### src/rtl/pio_compute_pkg.sv
// Shared definitions for the HPS operand/result PIO responder.
//   - opcode and FSM state enums
//   - bit positions of the fields carried in the 64-bit PIO words
//   - iteration count of the sequential mul/div core
package pio_compute_pkg;

  localparam int ITERATIONS = 32;

  // operand_b fields
  localparam int REQ_BIT    = 63;
  localparam int OP_MSB     = 62;
  localparam int OP_LSB     = 60;
  // result fields
  localparam int ACK_BIT    = 63;
  localparam int ERR_BIT    = 62;
  localparam int OPECHO_MSB = 58;
  localparam int OPECHO_LSB = 56;
  localparam int CNT_MSB    = 47;
  localparam int CNT_LSB    = 32;

  typedef enum logic [2:0] {
    OP_ADD   = 3'd0,
    OP_SUB   = 3'd1,
    OP_MULLO = 3'd2,
    OP_MULHI = 3'd3,
    OP_DIV   = 3'd4,
    OP_REM   = 3'd5,
    OP_RSV6  = 3'd6,
    OP_RSV7  = 3'd7
  } opcode_e;

  typedef enum logic [1:0] {
    ST_IDLE = 2'd0,
    ST_RUN  = 2'd1,
    ST_DONE = 2'd2
  } state_e;

  // Ops that go through the 32-iteration core (when the divisor is non-zero).
  function automatic logic is_muldiv(input opcode_e op);
    return (op == OP_MULLO) || (op == OP_MULHI) || (op == OP_DIV) || (op == OP_REM);
  endfunction

endpackage

### src/rtl/pio_compute_responder_if.sv
// PIO word bundle between the HPS exports and the compute responder.
//   operand_a/operand_b : HPS -> fabric operand words (req toggle in operand_b[63])
//   result              : fabric -> HPS result word (ack toggle in result[63])
//   busy, done_pulse    : status strobes for LEDs/debug
// master = HPS side, slave = responder.
interface pio_compute_responder_if;
  logic [63:0] operand_a;
  logic [63:0] operand_b;
  logic [63:0] result;
  logic        busy;
  logic        done_pulse;

  modport master (output operand_a, operand_b, input result, busy, done_pulse);
  modport slave  (input operand_a, operand_b, output result, busy, done_pulse);
endinterface

### src/rtl/pio_compute_responder_seq_muldiv_core.sv
// seq_muldiv_core: 32-iteration shift-add multiplier / restoring divider.
//   start    : load a/b and begin (ignored while running is not expected)
//   div_mode : 0 = multiply, 1 = divide (latched at start)
//   done     : high during the cycle whose edge performs the last iteration
//   hi/lo    : multiply -> {hi,lo} = 64-bit product
//              divide   -> lo = quotient, hi = remainder (b must be non-zero)
module seq_muldiv_core
  import pio_compute_pkg::*;
#(
  parameter int W = 32
) (
  input  logic         clk,
  input  logic         reset,
  input  logic         start,
  input  logic         div_mode,
  input  logic [W-1:0] a,
  input  logic [W-1:0] b,
  output logic         done,
  output logic [W-1:0] hi,
  output logic [W-1:0] lo
);
  localparam int IDX_W = $clog2(ITERATIONS);

  logic [W-1:0]     b_q;
  logic             run_q, div_q;
  logic [IDX_W-1:0] idx_q;

  // multiply step: add multiplicand when lsb of multiplier set, then shift right
  logic [W:0] madd;
  // divide step: shift next dividend bit into partial remainder, trial subtract
  logic [W:0] shifted, diff;

  assign madd    = {1'b0, hi} + (lo[0] ? {1'b0, b_q} : '0);
  assign shifted = {hi, lo[W-1]};
  assign diff    = shifted - {1'b0, b_q};
  assign done    = run_q && (idx_q == IDX_W'(ITERATIONS - 1));

  always_ff @(posedge clk) begin
    if (reset) begin
      run_q <= 1'b0;
      div_q <= 1'b0;
      idx_q <= '0;
      b_q   <= '0;
      hi    <= '0;
      lo    <= '0;
    end else if (start) begin
      run_q <= 1'b1;
      div_q <= div_mode;
      idx_q <= '0;
      b_q   <= b;
      hi    <= '0;
      lo    <= a;
    end else if (run_q) begin
      idx_q <= idx_q + 1'b1;
      if (done) run_q <= 1'b0;
      if (div_q) begin
        // remainder < divisor always holds, so diff sign bit means shifted < b
        if (!diff[W]) begin
          hi <= diff[W-1:0];
          lo <= {lo[W-2:0], 1'b1};
        end else begin
          hi <= shifted[W-1:0];
          lo <= {lo[W-2:0], 1'b0};
        end
      end else begin
        {hi, lo} <= {madd, lo[W-1:1]};
      end
    end
  end

endmodule

### src/rtl/pio_compute_responder.sv
// pio_compute_responder: fabric-side responder for the HPS operand/result PIO pair.
// Runs one ALU or iterative mul/div op per toggle-handshake request.
//   clk, reset : single clock, synchronous active-high reset
//   bus        : slave modport of pio_compute_responder_if
//                operand_a[31:0] A; operand_b[31:0] B, [62:60] opcode, [63] req toggle
//                result[31:0] data, [47:32] cycles, [58:56] op echo, [62] err, [63] ack
// Build option: PIO_RESPONDER_CYCLE_COUNT_EN adds the saturating cycle counter
// reported in result[47:32]; without it that field reads 0.
module pio_compute_responder
  import pio_compute_pkg::*;
#(
  parameter int              DATA_W    = 32,
  parameter int              CNT_W     = 16,
  parameter logic [DATA_W-1:0] DIV0_QUOT = 32'hFFFF_FFFF
) (
  input logic                    clk,
  input logic                    reset,
  pio_compute_responder_if.slave bus
);
  state_e            state_q, state_d;
  logic [DATA_W-1:0] a_q, b_q;
  opcode_e           op_q;
  logic              tog_q;
  logic [63:0]       result_q;
  logic              busy_q, done_q;

  opcode_e           op_in;
  logic [DATA_W-1:0] a_in, b_in;
  logic              pending, start;
  logic              core_done;
  logic [DATA_W-1:0] core_hi, core_lo;
  logic [DATA_W-1:0] data_d;
  logic              err_d;
  logic [15:0]       cnt_field;
  logic              unused_bits;

  assign op_in   = opcode_e'(bus.operand_b[OP_MSB:OP_LSB]);
  assign a_in    = bus.operand_a[DATA_W-1:0];
  assign b_in    = bus.operand_b[DATA_W-1:0];
  // Level compare: any req/ack disagreement is an outstanding request.
  assign pending = bus.operand_b[REQ_BIT] != result_q[ACK_BIT];
  assign start   = (state_q == ST_IDLE) && pending && is_muldiv(op_in) && (b_in != '0);
  assign unused_bits = ^{bus.operand_a[63:32], bus.operand_b[59:32]};

  seq_muldiv_core #(.W(DATA_W)) u_core (
    .clk      (clk),
    .reset    (reset),
    .start    (start),
    .div_mode (op_in[2]),  // DIV/REM are 4/5, MULLO/MULHI are 2/3
    .a        (a_in),
    .b        (b_in),
    .done     (core_done),
    .hi       (core_hi),
    .lo       (core_lo)
  );

  always_comb begin
    state_d = state_q;
    case (state_q)
      ST_IDLE: if (pending) state_d = (is_muldiv(op_in) && (b_in != '0)) ? ST_RUN : ST_DONE;
      ST_RUN:  if (core_done) state_d = ST_DONE;
      ST_DONE: state_d = ST_IDLE;
      default: state_d = ST_IDLE;
    endcase
  end

  // Result data from captured operands; core outputs are stable once in DONE.
  always_comb begin
    data_d = '0;
    err_d  = 1'b0;
    case (op_q)
      OP_ADD:   {err_d, data_d} = {1'b0, a_q} + {1'b0, b_q};
      OP_SUB:   {err_d, data_d} = {1'b0, a_q} - {1'b0, b_q};
      OP_MULLO: data_d = core_lo;
      OP_MULHI: data_d = core_hi;
      OP_DIV: begin
        if (b_q == '0) begin
          data_d = DIV0_QUOT;
          err_d  = 1'b1;
        end else data_d = core_lo;
      end
      OP_REM: begin
        if (b_q == '0) begin
          data_d = a_q;
          err_d  = 1'b1;
        end else data_d = core_hi;
      end
      default: err_d = 1'b1;
    endcase
  end

`ifdef PIO_RESPONDER_CYCLE_COUNT_EN
  logic [CNT_W-1:0] cnt_q;

  always_ff @(posedge clk) begin
    if (reset)                                          cnt_q <= '0;
    else if ((state_q == ST_IDLE) && pending)           cnt_q <= CNT_W'(1);
    else if ((state_q == ST_RUN) && (cnt_q != '1))      cnt_q <= cnt_q + 1'b1;
  end

  assign cnt_field = 16'(cnt_q);
`else
  assign cnt_field = '0;
`endif

  always_ff @(posedge clk) begin
    if (reset) begin
      state_q  <= ST_IDLE;
      result_q <= '0;
      busy_q   <= 1'b0;
      done_q   <= 1'b0;
      a_q      <= '0;
      b_q      <= '0;
      op_q     <= OP_ADD;
      tog_q    <= 1'b0;
    end else begin
      state_q <= state_d;
      done_q  <= 1'b0;
      case (state_q)
        ST_IDLE: if (pending) begin
          a_q    <= a_in;
          b_q    <= b_in;
          op_q   <= op_in;
          tog_q  <= bus.operand_b[REQ_BIT];
          busy_q <= 1'b1;
        end
        ST_DONE: begin
          // ack travels in the same write as every other field
          result_q <= {tog_q, err_d, 3'b000, op_q, 8'h00, cnt_field, data_d};
          busy_q   <= 1'b0;
          done_q   <= 1'b1;
        end
        default: ;
      endcase
    end
  end

  assign bus.result     = result_q;
  assign bus.busy       = busy_q;
  assign bus.done_pulse = done_q;

endmodule

### src/flat_wrapper.sv
// flat-port wrapper written by rule: the top's interface ports become plain ports
module pio_compute_responder_flat import pio_compute_pkg::*;
#(
  parameter int              DATA_W    = 32,
  parameter int              CNT_W     = 16,
  parameter logic [DATA_W-1:0] DIV0_QUOT = 32'hFFFF_FFFF
)
  (clk, reset, bus_operand_a, bus_operand_b, bus_result, bus_busy, bus_done_pulse);
  pio_compute_responder_if bus_i ();
  input logic clk;
  input logic reset;
  input wire logic [$bits(bus_i.operand_a)-1:0] bus_operand_a;
  input wire logic [$bits(bus_i.operand_b)-1:0] bus_operand_b;
  output wire logic [$bits(bus_i.result)-1:0] bus_result;
  output wire logic [$bits(bus_i.busy)-1:0] bus_busy;
  output wire logic [$bits(bus_i.done_pulse)-1:0] bus_done_pulse;
  assign bus_i.operand_a = bus_operand_a;
  assign bus_i.operand_b = bus_operand_b;
  assign bus_result = bus_i.result;
  assign bus_busy = bus_i.busy;
  assign bus_done_pulse = bus_i.done_pulse;
  pio_compute_responder #(.DATA_W(DATA_W), .CNT_W(CNT_W), .DIV0_QUOT(DIV0_QUOT)) u_core (.clk(clk), .reset(reset), .bus(bus_i));
endmodule
### config.mk
export PLATFORM = sky130hd
export DESIGN_NAME = pio_compute_responder_flat
export DESIGN_NICKNAME = d
export VERILOG_FILES = /design/src/rtl/pio_compute_pkg.sv /design/src/rtl/pio_compute_responder_if.sv /design/src/rtl/pio_compute_responder_seq_muldiv_core.sv /design/src/rtl/pio_compute_responder.sv /design/src/flat_wrapper.sv
export SDC_FILE = /design/constraint.sdc
export NUM_CORES = 1
export LEC_CHECK = 0
export ABC_CLOCK_PERIOD_IN_PS = 2820
export CORE_AREA = 2 2 254 281
export DETAILED_ROUTE_END_ITERATION = 10
export DIE_AREA = 0 0 256 283
export HOLD_SLACK_MARGIN = 0.05
export PLACE_DENSITY = 0.47
export REMOVE_ABC_BUFFERS = 1
export SYNTH_ARGS = -nofsm -noshare
export SYNTH_HDL_FRONTEND = slang
export SYNTH_SLANG_ARGS = --single-unit
### constraint.sdc
create_clock -name clk -period 2.82 [get_ports clk]
set_input_delay 0.564 -clock clk [delete_from_list [all_inputs] [get_ports clk]]
set_output_delay 0.564 -clock clk [all_outputs]
set_load 0.02 [all_outputs]
Yosys cells after proc, flatten, opt, wreduce, memory -nomap -nowiden
Cells that the tools add are included.
{"block": "op_classes", "n_addsub": 5, "n_eq_ne": 15, "n_mux": 22, "n_reduce_logical": 20}
{"operator": "32-bit 2-to-1 mux", "count": 8}
{"operator": "32-bit one-hot mux with 6 select lines", "count": 1}
{"operator": "32-bit by 32-bit adder with 33-bit output", "count": 1}
{"operator": "32-bit by 33-bit adder with 33-bit output", "count": 1}
{"operator": "32-bit by 32-bit subtractor with 33-bit output", "count": 1}
{"operator": "33-bit by 32-bit subtractor with 33-bit output", "count": 1}
{"operator": "32-bit logical NOT", "count": 1}
{"operator": "32-bit nonzero test", "count": 1}
{"operator": "3-bit by 2-bit equality test with 1-bit output, second input constant", "count": 4}
{"operator": "3-bit equality test, second input constant", "count": 4}
{"operator": "1-bit 2-to-1 mux", "count": 7}
{"operator": "2-bit 2-to-1 mux", "count": 3}
{"operator": "2-bit AND reduction", "count": 3}
{"operator": "2-bit OR reduction", "count": 3}
{"operator": "5-bit by 1-bit adder with 5-bit output, second input constant", "count": 1}
{"operator": "5-bit equality test, second input constant", "count": 1}
{"operator": "1-bit logical AND", "count": 5}
{"operator": "2-bit by 1-bit inequality test with 1-bit output, second input constant", "count": 2}
{"operator": "1-bit one-hot mux with 4 select lines", "count": 1}
{"operator": "2-bit one-hot mux with 2 select lines", "count": 1}
{"operator": "2-bit nonzero test", "count": 2}
{"operator": "3-bit by 1-bit equality test with 1-bit output, second input constant", "count": 1}
{"operator": "3-bit logical NOT", "count": 1}
{"operator": "1-bit logical OR", "count": 3}
{"operator": "5 further kinds", "count": 5}
{"block": "word_totals", "ff_bits": 212, "in_bits": 130, "out_inout_bits": 66, "elab_cells": 76}

Logic depth before layout (Yosys ltp)
{"block": "logic_depth", "ltp_word": 8, "depth_mapped": 14, "mapped_depth_nobuf": 12}

Modules after synthesis
From an unflattened synthesis, not the netlist that was laid out.
{"block": "hier_totals", "hier_cells": 2356, "area_unflattened_um2": 17285.3}
{"module": "pio_compute_responder", "instances": 1, "cells_per_inst": 1266, "area_each_um2": 8881.0, "seq_area_each_um2": 2182.1}
{"module": "seq_muldiv_core", "instances": 1, "cells_per_inst": 1090, "area_each_um2": 8404.3, "seq_area_each_um2": 2062.0}

Worst setup path before layout
Ideal clock, no wire load.
{"block": "synth_timing", "path_type": "reg-to-reg", "start": "register u_core.u_core.b_q[13]", "end": "register u_core.u_core.hi[20]", "setup_time_ns": 0.122, "arrival_ns": 2.821, "t_required_ns": 2.698, "setup_slack_ns": -0.122, "stages_incl_launch_ff": 15, "path_buffers": 3, "synth_period_minus_slack_ns": 2.942, "path_cell_list": "dfxtp_1 -> inv_1 -> ha_1 -> buf_6 -> a21o_1 -> a211oi_2 -> or3b_1 -> o21ai_4 -> o21ai_4 -> xor2_4 -> buf_6 -> buf_6 -> o22ai_1 -> a311oi_1 -> nor2_1"}
{"block": "synth_via", "elab_chain_cells": 3, "elab_cells_between_ends": 5, "classes_between": "2 x add/sub; 3 x mux"}
{"element": "start, declared", "line": "pio_compute_responder_seq_muldiv_core.sv:24", "text": "logic [W-1:0] b_q;"}
{"element": "start signal, assigned", "line": "pio_compute_responder_seq_muldiv_core.sv:43", "text": "b_q <= '0;"}
{"element": "start signal, assigned", "line": "pio_compute_responder_seq_muldiv_core.sv:50", "text": "b_q <= b;"}
{"element": "32-bit 2-to-1 mux / 33-bit by 32-bit subtractor with 33-bit output (equally long branches)", "line": "pio_compute_responder_seq_muldiv_core.sv:33, pio_compute_responder_seq_muldiv_core.sv:35"}
{"element": "32-bit by 33-bit adder with 33-bit output / 32-bit 2-to-1 mux (equally long branches)", "line": "pio_compute_responder_seq_muldiv_core.sv:33, pio_compute_responder_seq_muldiv_core.sv:58"}
{"element": "32-bit 2-to-1 mux *", "line": "pio_compute_responder_seq_muldiv_core.sv:56", "text": "if (div_q) begin"}
{"element": "end signal, assigned", "line": "pio_compute_responder_seq_muldiv_core.sv:59", "text": "hi <= diff[W-1:0];"}
{"element": "end signal, assigned", "line": "pio_compute_responder_seq_muldiv_core.sv:62", "text": "hi <= shifted[W-1:0];"}
{"element": "end signal, assigned", "line": "pio_compute_responder_seq_muldiv_core.sv:66", "text": "{hi, lo} <= {madd, lo[W-1:1]};"}
{"element": "end, declared", "line": "pio_compute_responder_seq_muldiv_core.sv:19", "text": "output logic [W-1:0] hi,"}
Every way passes the cells marked *; elsewhere a longest branch is shown, timed or not.
A chain may end at the register's enable or synchronous reset.

Worst setup path after layout
{"block": "layout_timing", "start": "register u_core.u_core.lo[31]", "end": "register u_core.u_core.hi[2]"}
{"block": "layout_via", "elab_chain_cells": 3}
{"element": "start, declared", "line": "pio_compute_responder_seq_muldiv_core.sv:20", "text": "output logic [W-1:0] lo"}
{"element": "start signal, assigned", "line": "pio_compute_responder_seq_muldiv_core.sv:60", "text": "lo <= {lo[W-2:0], 1'b1};"}
{"element": "start signal, assigned", "line": "pio_compute_responder_seq_muldiv_core.sv:63", "text": "lo <= {lo[W-2:0], 1'b0};"}
{"element": "start signal, assigned", "line": "pio_compute_responder_seq_muldiv_core.sv:66"}
{"element": "33-bit by 32-bit subtractor with 33-bit output", "line": "pio_compute_responder_seq_muldiv_core.sv:35", "text": "assign diff = shifted - {1'b0, b_q};"}
{"element": "32-bit 2-to-1 mux", "line": "pio_compute_responder_seq_muldiv_core.sv:58", "text": "if (!diff[W]) begin"}
{"element": "32-bit 2-to-1 mux", "line": "pio_compute_responder_seq_muldiv_core.sv:56"}
No other way between the ends.

==> tab_implementation.tex <==
\begin{tabular}{lr}
\hline
Metric & Value \\
\hline
\multicolumn{2}{l}{\textbf{Worst setup path}} \\
Critical path class & flip-flop to flip-flop \\
Maximum fanout along the worst path & 7 \\
Endpoint arrival time on the critical path & about 3.4 ns \\
Crit end category & flip-flop \\
Worst setup slack for register-to-register paths & -0.11 ns \\
Count of cells along the worst register-to-register path & 15 \\
Capture point of the worst reg-to-reg path & u\_core.u\_core.hi[2] \\
Data required time at the worst endpoint & $\sim$3.3 ns \\
CP Launch Type & flip-flop \\
FF-to-FF Start & u\_core.u\_core.lo[31] \\
\multicolumn{2}{l}{\textbf{Cells and area}} \\
Fill cell instance count of the final layout & $\sim$7300 \\
Synth-to-layout area growth & 48.6\% \\
Number of inserted diodes & 0 \\
Multi-input combinational cell area & 13400 um\^{}2 \\
Share of layout cells above drive strength 1 & between 20\% and 30\% \\
Footprint of the flip-flops and latches & 4290 um\^{}2 \\
Net count of the finished layout & $\sim$3200 \\
\multicolumn{2}{l}{\textbf{Detailed routing}} \\
First drt pass iteration count & 5 \\
Wirelength per Cell & about 20 um \\
Met1 wire length & 35300 um \\
Drt first-iter violations & roughly 990 \\
Met2 Routed Length & $\sim$39000 um \\
ANT nets after route & 0 \\
Highest metal layer with signal wires & met4 \\
Met3 wirelength from detailed routing & 2780 um \\
Via count & 19541 \\
Count of unresolved DRC violations after routing & 0 \\
Drt total wl & 79200 um \\
Vias/cell & 5.06 \\
\multicolumn{2}{l}{\textbf{Placement}} \\
Placer Congestion & a little over 0.9 \\
\# port buffers & between 100 and 150 \\
Detailed placement HPWL & a little over 60000 um \\
\multicolumn{2}{l}{\textbf{Clocking}} \\
Post-CTS clock slew at the launch and capture registers of the worst setup and hold paths & roughly 0.060 ns \\
Total number of clock tree sinks & roughly 210 \\
Worst-Skew Late Latency & 0.57 ns \\
Maximum level of the CTS H-tree & 1 \\
Number of CTS-inserted buffers & 26 \\
Cell at the root of the clock tree & sky130\_fd\_sc\_hd\_\_clkbuf\_16 \\
Hold-fix buffers at CTS & 0 \\
Worst-case clock buffer depth & 3 \\
CTS tree & yes \\
\multicolumn{2}{l}{\textbf{Die}} \\
Initial cell density of the core & between 20\% and 30\% \\
Vertical die dimension & 283 um \\
Die Outline Area & $\sim$72000 um\^{}2 \\
Number of cell rows & 102 \\
I/O pin total & 196 \\
Standard cell core area & 69800 um\^{}2 \\
Die width & between 200 and 300 um \\
\multicolumn{2}{l}{\textbf{Logic synthesis}} \\
Largest cells by area after synthesis & sky130\_fd\_sc\_hd\_\_dfxtp\_1 25\%, sky130\_fd\_sc\_hd\_\_a21oi\_1 10\%, sky130\_fd\_sc\_hd\_\_ha\_1 9.5\% \\
Fraction of registers with async set/reset & 0\% \\
Most used standard cell by instance count after synthesis & sky130\_fd\_sc\_hd\_\_nand2\_1 \\
Combined area of all synthesized cells & 17200 um\^{}2 \\
Register bit total from synthesis & roughly 210 \\
Sequential element share of the synthesized area & between 20\% and 30\% \\
Leading area contributor after synthesis & sky130\_fd\_sc\_hd\_\_dfxtp\_1 \\
Share of the synthesized area in the top cell type & around 25\% \\
Most frequent cells after synthesis & 406 x sky130\_fd\_sc\_hd\_\_nand2\_1, 344 x sky130\_fd\_sc\_hd\_\_a21oi\_1, 212 x sky130\_fd\_sc\_hd\_\_dfxtp\_1 \\
Distinct cell type count after synthesis & 82 \\
Post-synth EDFFs & 0 \\
Average cell area after synthesis & 7.22 um\^{}2 \\
Most used DFF post-synth & sky130\_fd\_sc\_hd\_\_dfxtp\_1 \\
Number of warnings reported in the yosys synthesis log & 0 \\
Synthesized netlist cell count & between 2000 and 2500 \\
\multicolumn{2}{l}{\textbf{Worst hold path}} \\
Worst min-delay path endpoint & u\_core.b\_q[11] \\
Worst min-delay path category & input pin to flip-flop \\
Hold path startpoint & reset \\
Number of instances on the worst hold path & 2 \\
\multicolumn{2}{l}{\textbf{STA}} \\
Final critical path time including I/O delays and setup & 2.93 ns \\
Number of pins exceeding their max-slew limit in the final report & 0 \\
Relative max-transition margin & 26.9\% \\
Number of hold violations in the final report & 0 \\
Final setup violation count & 27 \\
Unrepaired setup endpoints after global routing & yes \\
Slew @ Worst Pin & approximately 1.1 ns \\
Achievable Freq & 341 MHz \\
Fin Setup TNS & -1.63 ns \\
Post-route fraction of the period consumed by the critical path & 104\% \\
PnR worst setup slack & -0.109 ns \\
Post-route clock skew & roughly 0.022 ns \\
\multicolumn{2}{l}{\textbf{Flow run}} \\
Max capacitance violation total & 0 \\
\multicolumn{2}{l}{\textbf{Outcome}} \\
Violated checks & negative setup slack \\
Result of the run & finished, violations left \\
\multicolumn{2}{l}{\textbf{GRT}} \\
Antenna violations before repair & 0 \\
Via count of the first global-routing pass & between 15000 and 20000 \\
Maximum number of pins on one net before global-route repair & 69 \\
GRT Residual Overflow & 0 \\
Overall routing resource usage & a little over a fifth \\
Global-route wire length before repair & approximately 120000 um \\
\multicolumn{2}{l}{\textbf{Power and ir drop}} \\
P\_leak & between 10 and 15 nW \\
Overall power consumption & $\sim$14 mW \\
Power per unit of standard cell area & about 530 nW/um\^{}2 \\
Largest vdd supply drop & slightly above 0.0003 V \\
\hline
\end{tabular}
==> worst max-delay path, cell delays in order, from the launching register on <==
cell and delay [ns]:
sky130_fd_sc_hd__dfxtp_2 0.33, sky130_fd_sc_hd__inv_2 0.05, sky130_fd_sc_hd__ha_4 0.16, sky130_fd_sc_hd__fa_2 0.37, sky130_fd_sc_hd__nor2b_4 0.16, sky130_fd_sc_hd__o31ai_4 0.08, sky130_fd_sc_hd__a211oi_2 0.22, sky130_fd_sc_hd__buf_4 0.16
sky130_fd_sc_hd__o21ai_4 0.08, sky130_fd_sc_hd__o21ai_4 0.21, sky130_fd_sc_hd__xor2_4 0.21, sky130_fd_sc_hd__buf_12 0.16, sky130_fd_sc_hd__buf_12 0.14, sky130_fd_sc_hd__mux2i_1 0.19, sky130_fd_sc_hd__a21oi_1 0.08, sky130_fd_sc_hd__a31o_2 0.22
==> layout by cell type, fill, tap and decap left out, types with 33 or more instances in the layout <==
| master | synthesis | final |
|---|---|---|
| sky130_fd_sc_hd__nand2_1 | 406 | 397 |
| sky130_fd_sc_hd__xnor2_1 | 43 | 40 |
| sky130_fd_sc_hd__o21ai_0 | 139 | 102 |
| sky130_fd_sc_hd__inv_1 | 120 | 109 |
| sky130_fd_sc_hd__ha_1 | 131 | 96 |
| sky130_fd_sc_hd__buf_4 | 27 | 498 |
| sky130_fd_sc_hd__mux2i_1 | 48 | 48 |
| sky130_fd_sc_hd__a21oi_1 | 344 | 312 |
| sky130_fd_sc_hd__nand3_1 | 37 | 34 |
| sky130_fd_sc_hd__clkdlybuf4s50_1 | 0 | 104 |
| sky130_fd_sc_hd__o21ai_1 | 5 | 33 |
| sky130_fd_sc_hd__xor2_1 | 40 | 39 |
| sky130_fd_sc_hd__dfxtp_1 | 212 | 180 |
| sky130_fd_sc_hd__o211ai_1 | 53 | 53 |
| sky130_fd_sc_hd__nor2_1 | 123 | 116 |
| sky130_fd_sc_hd__and2_1 | 43 | 36 |
==> cell families (layout without fill, tap and decap cells) <==
kind of cell | Yosys count | in the layout | synth area share [%]
AO/OA/AOI/OAI | 821 | 821 | 29.9
adder cells (fa/ha/maj) | 135 | 135 | 9.99
buffers and inverters | 297 | 815 | 7.34
flip-flops | 212 | 212 | 24.7
AND/OR/NAND/NOR | 776 | 776 | 20.2
other | 1 | 27 | 0.0218
XOR/XNOR | 84 | 84 | 4.38
multiplexers | 58 | 58 | 3.58
==> metrics by stage <==
step / hold WS (ns) / instance area [um^2] / util [%] / instances / setup WS [ns]
after global placement: 0.443 / 22700 / 32.5 / 3785 / -0.643
after floorplan: 0.439 / 16500 / - / 2233 / -2.91
after detailed placement: 0.447 / 22700 / 32.5 / 3785 / -0.683
after CTS: 0.247 / 24600 / 35.3 / 3852 / -0.160
after global routing: 0.258 / 25600 / 36.6 / 3864 / -0.292
final: 0.266 / 25600 / 36.6 / 3864 / -0.109
==> final cells by class <==
| type | instances | area share (%) |
|---|---|---|
| flip-flops and latches | 212 | 16.8 |
| repair buffers | 648 | 21.2 |
| clock inverters | 9 | 0.308 |
| well taps | 936 | 4.58 |
| multi-input cells | 1901 | 52.3 |
| inverters | 120 | 1.77 |
| clock buffers | 38 | 3.00 |
==> power breakdown <==
part,switching [mW],total (mW),leakage [nW],internal [mW]
clock network,1.45,3.42,0.414,1.97
registers,0.288,3.52,1.75,3.24
logic,3.53,6.68,8.37,3.14
total,5.27,13.6,10.5,8.35
==> worst max path at each step <==
stage | startpoint | end | slack (ns)
6_report | u_core.u_core.lo[31] | u_core.u_core.hi[2] | -0.11
5_1_grt | u_core.u_core.b_q[27] | u_core.u_core.hi[2] | -0.29
4_1_cts | u_core.u_core.b_q[26] | u_core.u_core.hi[0] | -0.16
3_5_place_dp | u_core.b_q[2] | u_core.bus.result[62] | -0.68
3_3_place_gp | u_core.b_q[2] | u_core.bus.result[62] | -0.64
2_1_floorplan | bus_operand_b[63] | u_core.u_core.hi[10] | -2.91
==> registers in the layout (all words and copies together), names as in the netlist <==
register	count
u_core.u_core.b_q	32
u_core.a_q	32
u_core.u_core.run_q	1
u_core.state_q	2
u_core.bus.result	37
u_core.u_core.lo	32
u_core.u_core.div_q	1
u_core.b_q	32
u_core.bus.done_pulse	1
u_core.op_q	3
u_core.u_core.idx_q	5
u_core.u_core.hi	32
u_core.bus.busy	1
u_core.tog_q	1
==> metal layers <==
metal  global-route usage (%)  up-vias
met5                        0        -
met4                     5.63        0
met3                     1.55       89
met2                     37.3      437
met1                     27.1     9501
li1                         -     9514
==> what timing repair did <==
item | CTS | global route
pin swaps | 82 | 112
gates cloned | 1 | 1
endpoints found under the setup margin | 57 | 69
resized for setup | 207 | 193
buffers inserted | 21 | 15
Power figures use the tool's default switching activity.
